## config.mk

```make
export PLATFORM = sky130hd
export DESIGN_NAME = path_sender
export DESIGN_NICKNAME = d
export VERILOG_FILES = /design/src/rtl/path_sender.sv
export SDC_FILE = /design/constraint.sdc
export NUM_CORES = 2
export LEC_CHECK = 0
export ABC_AREA = 0
export CAP_MARGIN = 20
export CORE_UTILIZATION = 50
export CTS_BUF_LIST = sky130_fd_sc_hd__clkbuf_4 sky130_fd_sc_hd__clkbuf_8
export CTS_CLUSTER_DIAMETER = 80
export DETAILED_ROUTE_END_ITERATION = 8
export PLACE_DENSITY = 0.65
export SYNTH_ARGS = -nofsm -noshare
export SYNTH_HDL_FRONTEND = slang
export SYNTH_SLANG_ARGS = --single-unit
```

## constraint.sdc

```tcl
create_clock -name clk -period 13.73 [get_ports clk]
set_input_delay 2.0595 -clock clk [delete_from_list [all_inputs] [get_ports clk]]
set_output_delay 2.0595 -clock clk [all_outputs]
set_load 0.02 [all_outputs]
```

## src/rtl/path_sender.sv

```systemverilog
// path_sender
// Walks the predecessor RAM from destino back to fonte and pushes each node onto a
// LIFO. It then streams the path out fonte..destino over a valid/ready handshake.
// A missing parent, or a chain longer than MAX_PATH nodes, aborts with an error pulse.
//
// Ports
//   clk, rst_n          clock, asynchronous active-low reset
//   start               1-cycle request, honoured only in IDLE
//   fonte, destino      source / destination node, latched on start
//   pred_rd_en/addr     predecessor RAM read strobe and address
//   pred_data           RAM read data, valid the cycle after pred_rd_en
//   out_valid/ready     output handshake; out_node is the beat, out_last marks destino
//   busy                high outside IDLE
//   done / error        1-cycle completion / abort pulses
//
// state  | meaning
// IDLE   | waiting for start
// PUSH   | push cur onto LIFO, issue RAM read unless cur is fonte
// RD     | RAM latency cycle
// CHK    | validate parent, advance cur or abort
// SEND   | stream LIFO top-first (fonte first)
// FIN    | done pulse
// ERR    | error pulse, LIFO discarded
module path_sender #(
  parameter int NODE_WIDTH = 8,
  parameter int MAX_PATH   = 256,
  parameter logic [NODE_WIDTH-1:0] NO_PARENT = {NODE_WIDTH{1'b1}}
) (
  input  logic                  clk,
  input  logic                  rst_n,
  input  logic                  start,
  input  logic [NODE_WIDTH-1:0] fonte,
  input  logic [NODE_WIDTH-1:0] destino,
  output logic                  pred_rd_en,
  output logic [NODE_WIDTH-1:0] pred_addr,
  input  logic [NODE_WIDTH-1:0] pred_data,
  output logic                  out_valid,
  input  logic                  out_ready,
  output logic [NODE_WIDTH-1:0] out_node,
  output logic                  out_last,
  output logic                  busy,
  output logic                  done,
  output logic                  error
);

  localparam int AW = $clog2(MAX_PATH);
  localparam int PW = AW + 1;

  typedef enum logic [2:0] {
    S_IDLE, S_PUSH, S_RD, S_CHK, S_SEND, S_FIN, S_ERR
  } state_t;

  state_t                  state_q, state_d;
  logic [PW-1:0]           ptr_q, ptr_d;
  logic [NODE_WIDTH-1:0]   cur_q, cur_d;
  logic [NODE_WIDTH-1:0]   fonte_q, fonte_d;
  logic                    vld_q, vld_d;
  logic [NODE_WIDTH-1:0]   node_q, node_d;
  logic                    last_q, last_d;

  logic [NODE_WIDTH-1:0]   lifo_q [MAX_PATH];
  logic [AW-1:0]           wr_idx, top_idx, nxt_idx;

  assign wr_idx  = AW'(ptr_q);
  assign top_idx = AW'(ptr_q - PW'(1));
  assign nxt_idx = AW'(ptr_q - PW'(2));

  // Storage only; validity is tracked by ptr_q, so no reset is needed here.
  always_ff @(posedge clk) begin
    if (state_q == S_PUSH) lifo_q[wr_idx] <= cur_q;
  end

  always_ff @(posedge clk or negedge rst_n) begin
    if (!rst_n) begin
      state_q <= S_IDLE;
      ptr_q   <= '0;
      cur_q   <= '0;
      fonte_q <= '0;
      vld_q   <= 1'b0;
      node_q  <= '0;
      last_q  <= 1'b0;
    end else begin
      state_q <= state_d;
      ptr_q   <= ptr_d;
      cur_q   <= cur_d;
      fonte_q <= fonte_d;
      vld_q   <= vld_d;
      node_q  <= node_d;
      last_q  <= last_d;
    end
  end

  always_comb begin
    state_d    = state_q;
    ptr_d      = ptr_q;
    cur_d      = cur_q;
    fonte_d    = fonte_q;
    vld_d      = vld_q;
    node_d     = node_q;
    last_d     = last_q;
    pred_rd_en = 1'b0;
    pred_addr  = '0;
    case (state_q)
      S_IDLE: begin
        if (start) begin
          fonte_d = fonte;
          cur_d   = destino;
          state_d = S_PUSH;
        end
      end
      S_PUSH: begin
        ptr_d = ptr_q + PW'(1);
        if (cur_q == fonte_q) begin
          state_d = S_SEND;
        end else begin
          pred_rd_en = 1'b1;
          pred_addr  = cur_q;
          state_d    = S_RD;
        end
      end
      S_RD: state_d = S_CHK;
      S_CHK: begin
        // ptr full means one more push would overflow the LIFO
        if (pred_data == NO_PARENT || ptr_q == PW'(MAX_PATH)) begin
          state_d = S_ERR;
        end else begin
          cur_d   = pred_data;
          state_d = S_PUSH;
        end
      end
      S_SEND: begin
        // First SEND cycle loads the output register from the LIFO top; after
        // that each accepted beat preloads the next entry so a continuously
        // ready sink sees one beat per cycle.
        if (!vld_q) begin
          vld_d  = 1'b1;
          node_d = lifo_q[top_idx];
          last_d = (ptr_q == PW'(1));
        end else if (out_ready) begin
          ptr_d = ptr_q - PW'(1);
          if (last_q) begin
            vld_d   = 1'b0;
            last_d  = 1'b0;
            node_d  = '0;
            state_d = S_FIN;
          end else begin
            node_d = lifo_q[nxt_idx];
            last_d = (ptr_q == PW'(2));
          end
        end
      end
      S_FIN: state_d = S_IDLE;
      S_ERR: begin
        ptr_d   = '0;
        state_d = S_IDLE;
      end
      default: state_d = S_IDLE;
    endcase
  end

  assign out_valid = vld_q;
  assign out_node  = node_q;
  assign out_last  = last_q;
  assign busy      = (state_q != S_IDLE);
  assign done      = (state_q == S_FIN);
  assign error     = (state_q == S_ERR);

endmodule

```

# --- After elaboration in Yosys (flattened, before gate mapping) ---
# Memory sizes are Yosys's and may differ from the RTL's.
# Index checks and enable logic that the tools add are counted.
# W data, S select, Z words.
word_totals:
  ff_bits: 38
  ram_bits: 2048
  inputBits: 28
  output_inout_bits: 22
  elab_cells: 66
  memories: 1
op_classes:
  addsub: 3
  n_eq_ne: 17
  mux: 28
  reduce_logical: 10
memory_table:
  columns: ["memory", "depth", "width", "rd", "rd_ports_with_merged_regs", "wr", "line_no", "rtl"]
  rows:
  - ["lifo_q", 256, 8, 2, 0, 1, "61", "logic [NODE_WIDTH-1:0] lifo_q [MAX_PATH];"]
op_table:
  columns: ["operator", "count"]
  rows:
  - ["$mux W8", 7]
  - ["$pmux W9 S3", 1]
  - ["$mux W3", 6]
  - ["$mux W9", 2]
  - ["$pmux W8 S2", 1]
  - ["$pmux W3 S5", 1]
  - ["$ne A2 B2 Y1 const B", 6]
  - ["$mux W1", 10]
  - ["$add A9 B1 Y9 const B", 1]
  - ["$eq A3 B3 Y1 const B", 3]
  - ["$eq A9 B1 Y1 const B", 1]
  - ["$eq A9 B2 Y1 const B", 1]
  - ["$eq A9 B9 Y1 const B", 1]
  - ["$sub A9 B1 Y9 const B", 1]
  - ["$eq A8 B8 Y1", 1]
  - ["$eq A8 B8 Y1 const B", 1]
  - ["$sub A8 B2 Y8 const B", 1]
  - ["$eq A3 B2 Y1 const B", 2]
  - ["$reduce_and A3 Y1", 2]
  - ["$reduce_bool A3 Y1", 2]
  - ["$reduce_and A2 Y1", 2]
  - ["$reduce_and A4 Y1", 1]
  - ["$eq A3 B1 Y1 const B", 1]
  - ["$logic_not A3 Y1", 1]
  - ["other kinds (2)", 2]

# --- Logic depth before layout (Yosys ltp) ---
# An unclocked memory read counts as a cell.
depth:
  word_depth: 5
  ltp_mapped: 19
  ltp_nobuf: 10

# --- Least setup slack after synthesis ---
# Ideal clock, no wire load.
synth_timing:
  path_type: "register to output"
  start: "register cur_q[4]"
  end: "output pred_addr[0]"
  arrival_time_ns: 4.403
  t_required_ns: 11.670
  slack_ns: 7.268
  stages_incl_launch_ff: 6
  path_buffers: 0
  path_cell_list: "dfrtp_1 -> xnor2_1 -> nand4_1 -> nor2_1 -> nor2_1 -> and2_1"
synth_between:
  elab_chain_cells: 3
synth_lines:
  columns: ["item", "line_no", "rtl"]
  rows:
  - ["start, declared", "55", "logic [NODE_WIDTH-1:0] cur_q, cur_d;"]
  - ["start signal, assigned", "85", "cur_q <= cur_d;"]
  - ["$eq A8 B8 Y1", "113", "if (cur_q == fonte_q) begin"]
  - ["$mux W8", "113", null]
  - ["$mux W8", "103", "case (state_q)"]
  - ["end, declared", "35", "output logic [NODE_WIDTH-1:0] pred_addr,"]
# Every way passes these cells.

# --- Final worst setup path ---
layout_timing:
  start: "register ptr_q[1]"
  end: "register node_q[1], in the netlist out_node[1]"
layout_between:
  elab_chain_cells: 5
  elab_cells_between_ends: 6
  classes_between: "add/sub (2); mux (3); memory (1)"
layout_lines:
  columns: ["item", "line_no", "rtl"]
  rows:
  - ["start, declared", "54", "logic [PW-1:0] ptr_q, ptr_d;"]
  - ["start signal, assigned", "84", "ptr_q <= ptr_d;"]
  - ["$sub A8 B2 Y8", "66", "assign nxt_idx = AW'(ptr_q - PW'(2));"]
  - ["$mem_v2 Z256 W8 (*)", null, null]
  - ["$mux W8", "141", "if (last_q) begin"]
  - ["$mux W8", "139", "end else if (out_ready) begin"]
  - ["$mux W8 (*)", "135", "if (!vld_q) begin"]
  - ["end signal, assigned", "88", "node_q <= node_d;"]
  - ["end, declared", "58", "logic [NODE_WIDTH-1:0] node_q, node_d;"]
# Mark *: on every way between the ends. The rest lies on a longest branch, timed or not. The select of a mux whose other input is x is not followed.
# A chain may end at the register's enable or synchronous reset.

==> metrics <==
Final Hold Vio Count=0; Post-Syn Instances=just under 6,000; Switching Fraction=0.433; routed len/inst=between 30 and 40 um; Total Neg Setup Slack=0 ns; wl on met1=114 mm; Max Slew Vio Count=0; metal2 WL=145 mm; final-report setup violation count=0; max-cap violations=0; die width=445 um; Iteration-0 DRC Markers=~11,000; Remaining DRCs=0; clock insertion delay at the later pin of the skew report=roughly 1.1 ns; period utilisation layout=0.481; nets@finish=6,012; Critical Path AT=7.54 ns; most frequent cells in the layout=edfxtp_1 (2,048), mux4_2 (906), nand2_1 (897); Worst slew margin=0.0910; pre-CTS setup slack=approximately 7.4 ns; combinational share of power=0.503; Hold Buf Count CTS=0; first-pass GRT wire length=455 mm; CP Max Fanout=130; #FFs+latches synth=roughly 2,100; Power Internal=roughly 16,000 uW; Die H=roughly 450 um; core area=just under 200,000 um^2; Routability Congestion=approximately 1.0; RSZ-0062 raised after global routing=false; Post-synth ARST share=0.0182; LEAKAGE=~0.034 uW; DRT antenna net count=0; clock power share=0.198; Final HPWL DP=205 mm; H-tree Lvls=5; share of the synthesized area in the top cell type=0.626; sequential share of the synthesized area=0.636; critical path endpoint category=flip-flop; post-synth cell types=70; clock tree buffer depth=4; crit-path cells=buf_4 -> buf_12 -> buf_12 -> buf_4 -> mux4_2 -> nand2_1 -> nand3_1 -> a2111oi_0 -> a2111oi_1 -> buf_4 -> nand4_1 -> nor3_1 -> or3_1; vias in the first global route=just over 60,000; commonest non-fill, non-tap cell in the layout=edfxtp_1; GRT Total Usage=0.326; syn_nets=approximately 5,900; Root Buffer Master=clkbuf_8; NetSw=12,100 uW; initial antenna violation count=23; worst min-delay path class=flip-flop to flip-flop; Layout Skew=around 0.073 ns; Die ar.=198,000 um^2; Vias/cell=around 7; post-route setup slack=slightly above 7 ns; pwr dens=257 nW/um^2; vias post-DR=62,300; FP Rows=approximately 160; Seq pwr share=0.299; layout cells sized above 1=0.271; largest net degree at the start of global routing=between 150 and 200; worst IR drop on VDD=331 uV; Top Metal Used=met5; clock sink count=roughly 2,100; Num CTS Buffers=between 300 and 400; EDFF count, synth=about 2,000; status=finished clean; Yosys warnings=0; Mapped Area=~98,000 um^2; Largest stage delay, worst path=1.01 ns; critical path class=flip-flop to flip-flop; Worst Path Required=14.67 ns; area delta synth->final=10.1%; CP most frequent cell=buf_4; TritonRoute pass-1 iters=7; clk slew on worst S/H paths=0.07 ns; Top FF cell, synth=edfxtp_1; min Tclk post-route=roughly 6.6 ns; post-CTS setup buffers=0; number of I/O pins=50; Detailed Route WL=324 mm; WHS=approximately 0.52 ns; starting density of the core=0.504; synth top area cells=edfxtp_1 (63%), mux4_2 (21%), nand2_1 (3.4%); FF-to-FF setup slack=7.13 ns; crit path launch type=flip-flop; Fmax=about 0.15 GHz; total gr overflow=0; Mean Syn Cell Area=roughly 17 um^2; Worst-Margin Slew=1.36 ns; wire length on met3=45.1 mm; slowest cell on the critical path=a2111oi_0; # resized after CTS=0; IO Port Bufs=~50; CTS tree=yes; area leader, netlist=edfxtp_1
stage by stage:
stage	utilization	total power, uW	instance area [um^2]	std cells
3_5_place_dp	0.520	22000	101000	8232
2_1_floorplan	-	17200	98300	5870
3_3_place_gp	0.519	21900	101000	8219
4_1_cts	0.554	27400	108000	8843
6_report	0.555	27800	108000	8866
5_1_grt	0.555	28500	108000	8857
final cells by class:
type,instances,area [um^2]
Tap cell,2624,3280
Clock buffer,464,5780
Clock inverter,147,983
Inverter,8,31.3
Multi-Input combinational cell,3307,33700
Timing Repair Buffer,217,1900
Fill cell,15100,86800
Sequential cell,2086,62500
Antenna cell,13,32.5
final timing paths:
path | startpoint | endpoint | cells after the start
min in group asynchronous | rst_n | out_node[0]$_DFFE_PN0P_ | 2
hold / removal | fonte_q[2]$_DFFE_PN0P_ | fonte_q[2]$_DFFE_PN0P_ | 1
hold reg to reg | fonte_q[2]$_DFFE_PN0P_ | fonte_q[2]$_DFFE_PN0P_ | 1
setup reg to reg | ptr_q[1]$_DFFE_PN0P_ | out_node[1]$_DFFE_PN0P_ | 13
max in group asynchronous | rst_n | cur_q[4]$_DFFE_PN0P_ | 2
setup / recovery | ptr_q[1]$_DFFE_PN0P_ | out_node[1]$_DFFE_PN0P_ | 13
sequential cells by signal, summed over array words and instances (netlist names):
signal     count
cur_q          8
fonte_q        8
lifo_q      2048
out_last       1
out_node       8
out_valid      1
ptr_q          9
state_q        3
power groups by stage:
stage	clock, uW	sequential, uW	combinational, uW
global route	5800	8330	14400
floorplan	0	8800	8380
detailed placement	0	8450	13600
CTS	5550	8320	13600
finish	5510	8320	14000
global placement	0	8440	13500
routing by layer:
metal,GRT usage,vias to the layer above
li1,-,24400
met1,0.433,32100
met2,0.478,4870
met3,0.101,903
met4,0.182,30
met5,0.00147,-
cell families (layout without fill, tap and decap cells):
kind of cell | Yosys count | count (layout) | share of synthesized area
buffers and inverters | 477 | 836 | 0.0241
AO/OA/AOI/OAI | 549 | 549 | 0.0413
AND/OR/NAND/NOR | 1666 | 1666 | 0.0719
adder cells (fa/ha/maj) | 6 | 6 | 0.000764
XOR/XNOR | 21 | 21 | 0.00233
multiplexers | 1065 | 1065 | 0.224
flip-flops | 2086 | 2086 | 0.636
other | 0 | 13 | 0
cells in the mapped netlist (15+ instances only):
cell / number
nor4_1: 30
nand2_1: 897
buf_2: 115
buf_1: 34
a32oi_1: 123
nand3_1: 295
nand4_1: 30
edfxtp_1: 2048
a221oi_1: 15
buf_4: 72
buf_6: 22
a31oi_1: 103
mux4_2: 906
a21oi_1: 41
dfrtp_1: 38
o21ai_0: 49
a22oi_1: 70
o22ai_1: 24
and2_1: 15
nor2_1: 306
mux2i_1: 149
a22o_1: 35
clkbuf_1: 226
nor3_1: 29
worst max-delay path: cells and delay by family, from the launching register on:
kind / cells / cell delay [ns]
simple gates: 5 / 0.79
mux: 1 / 0.41
compound gates: 2 / 1.16
flops: 1 / 0.80
buf+inv: 5 / 2.89
(Power assumes the default switching activity.)
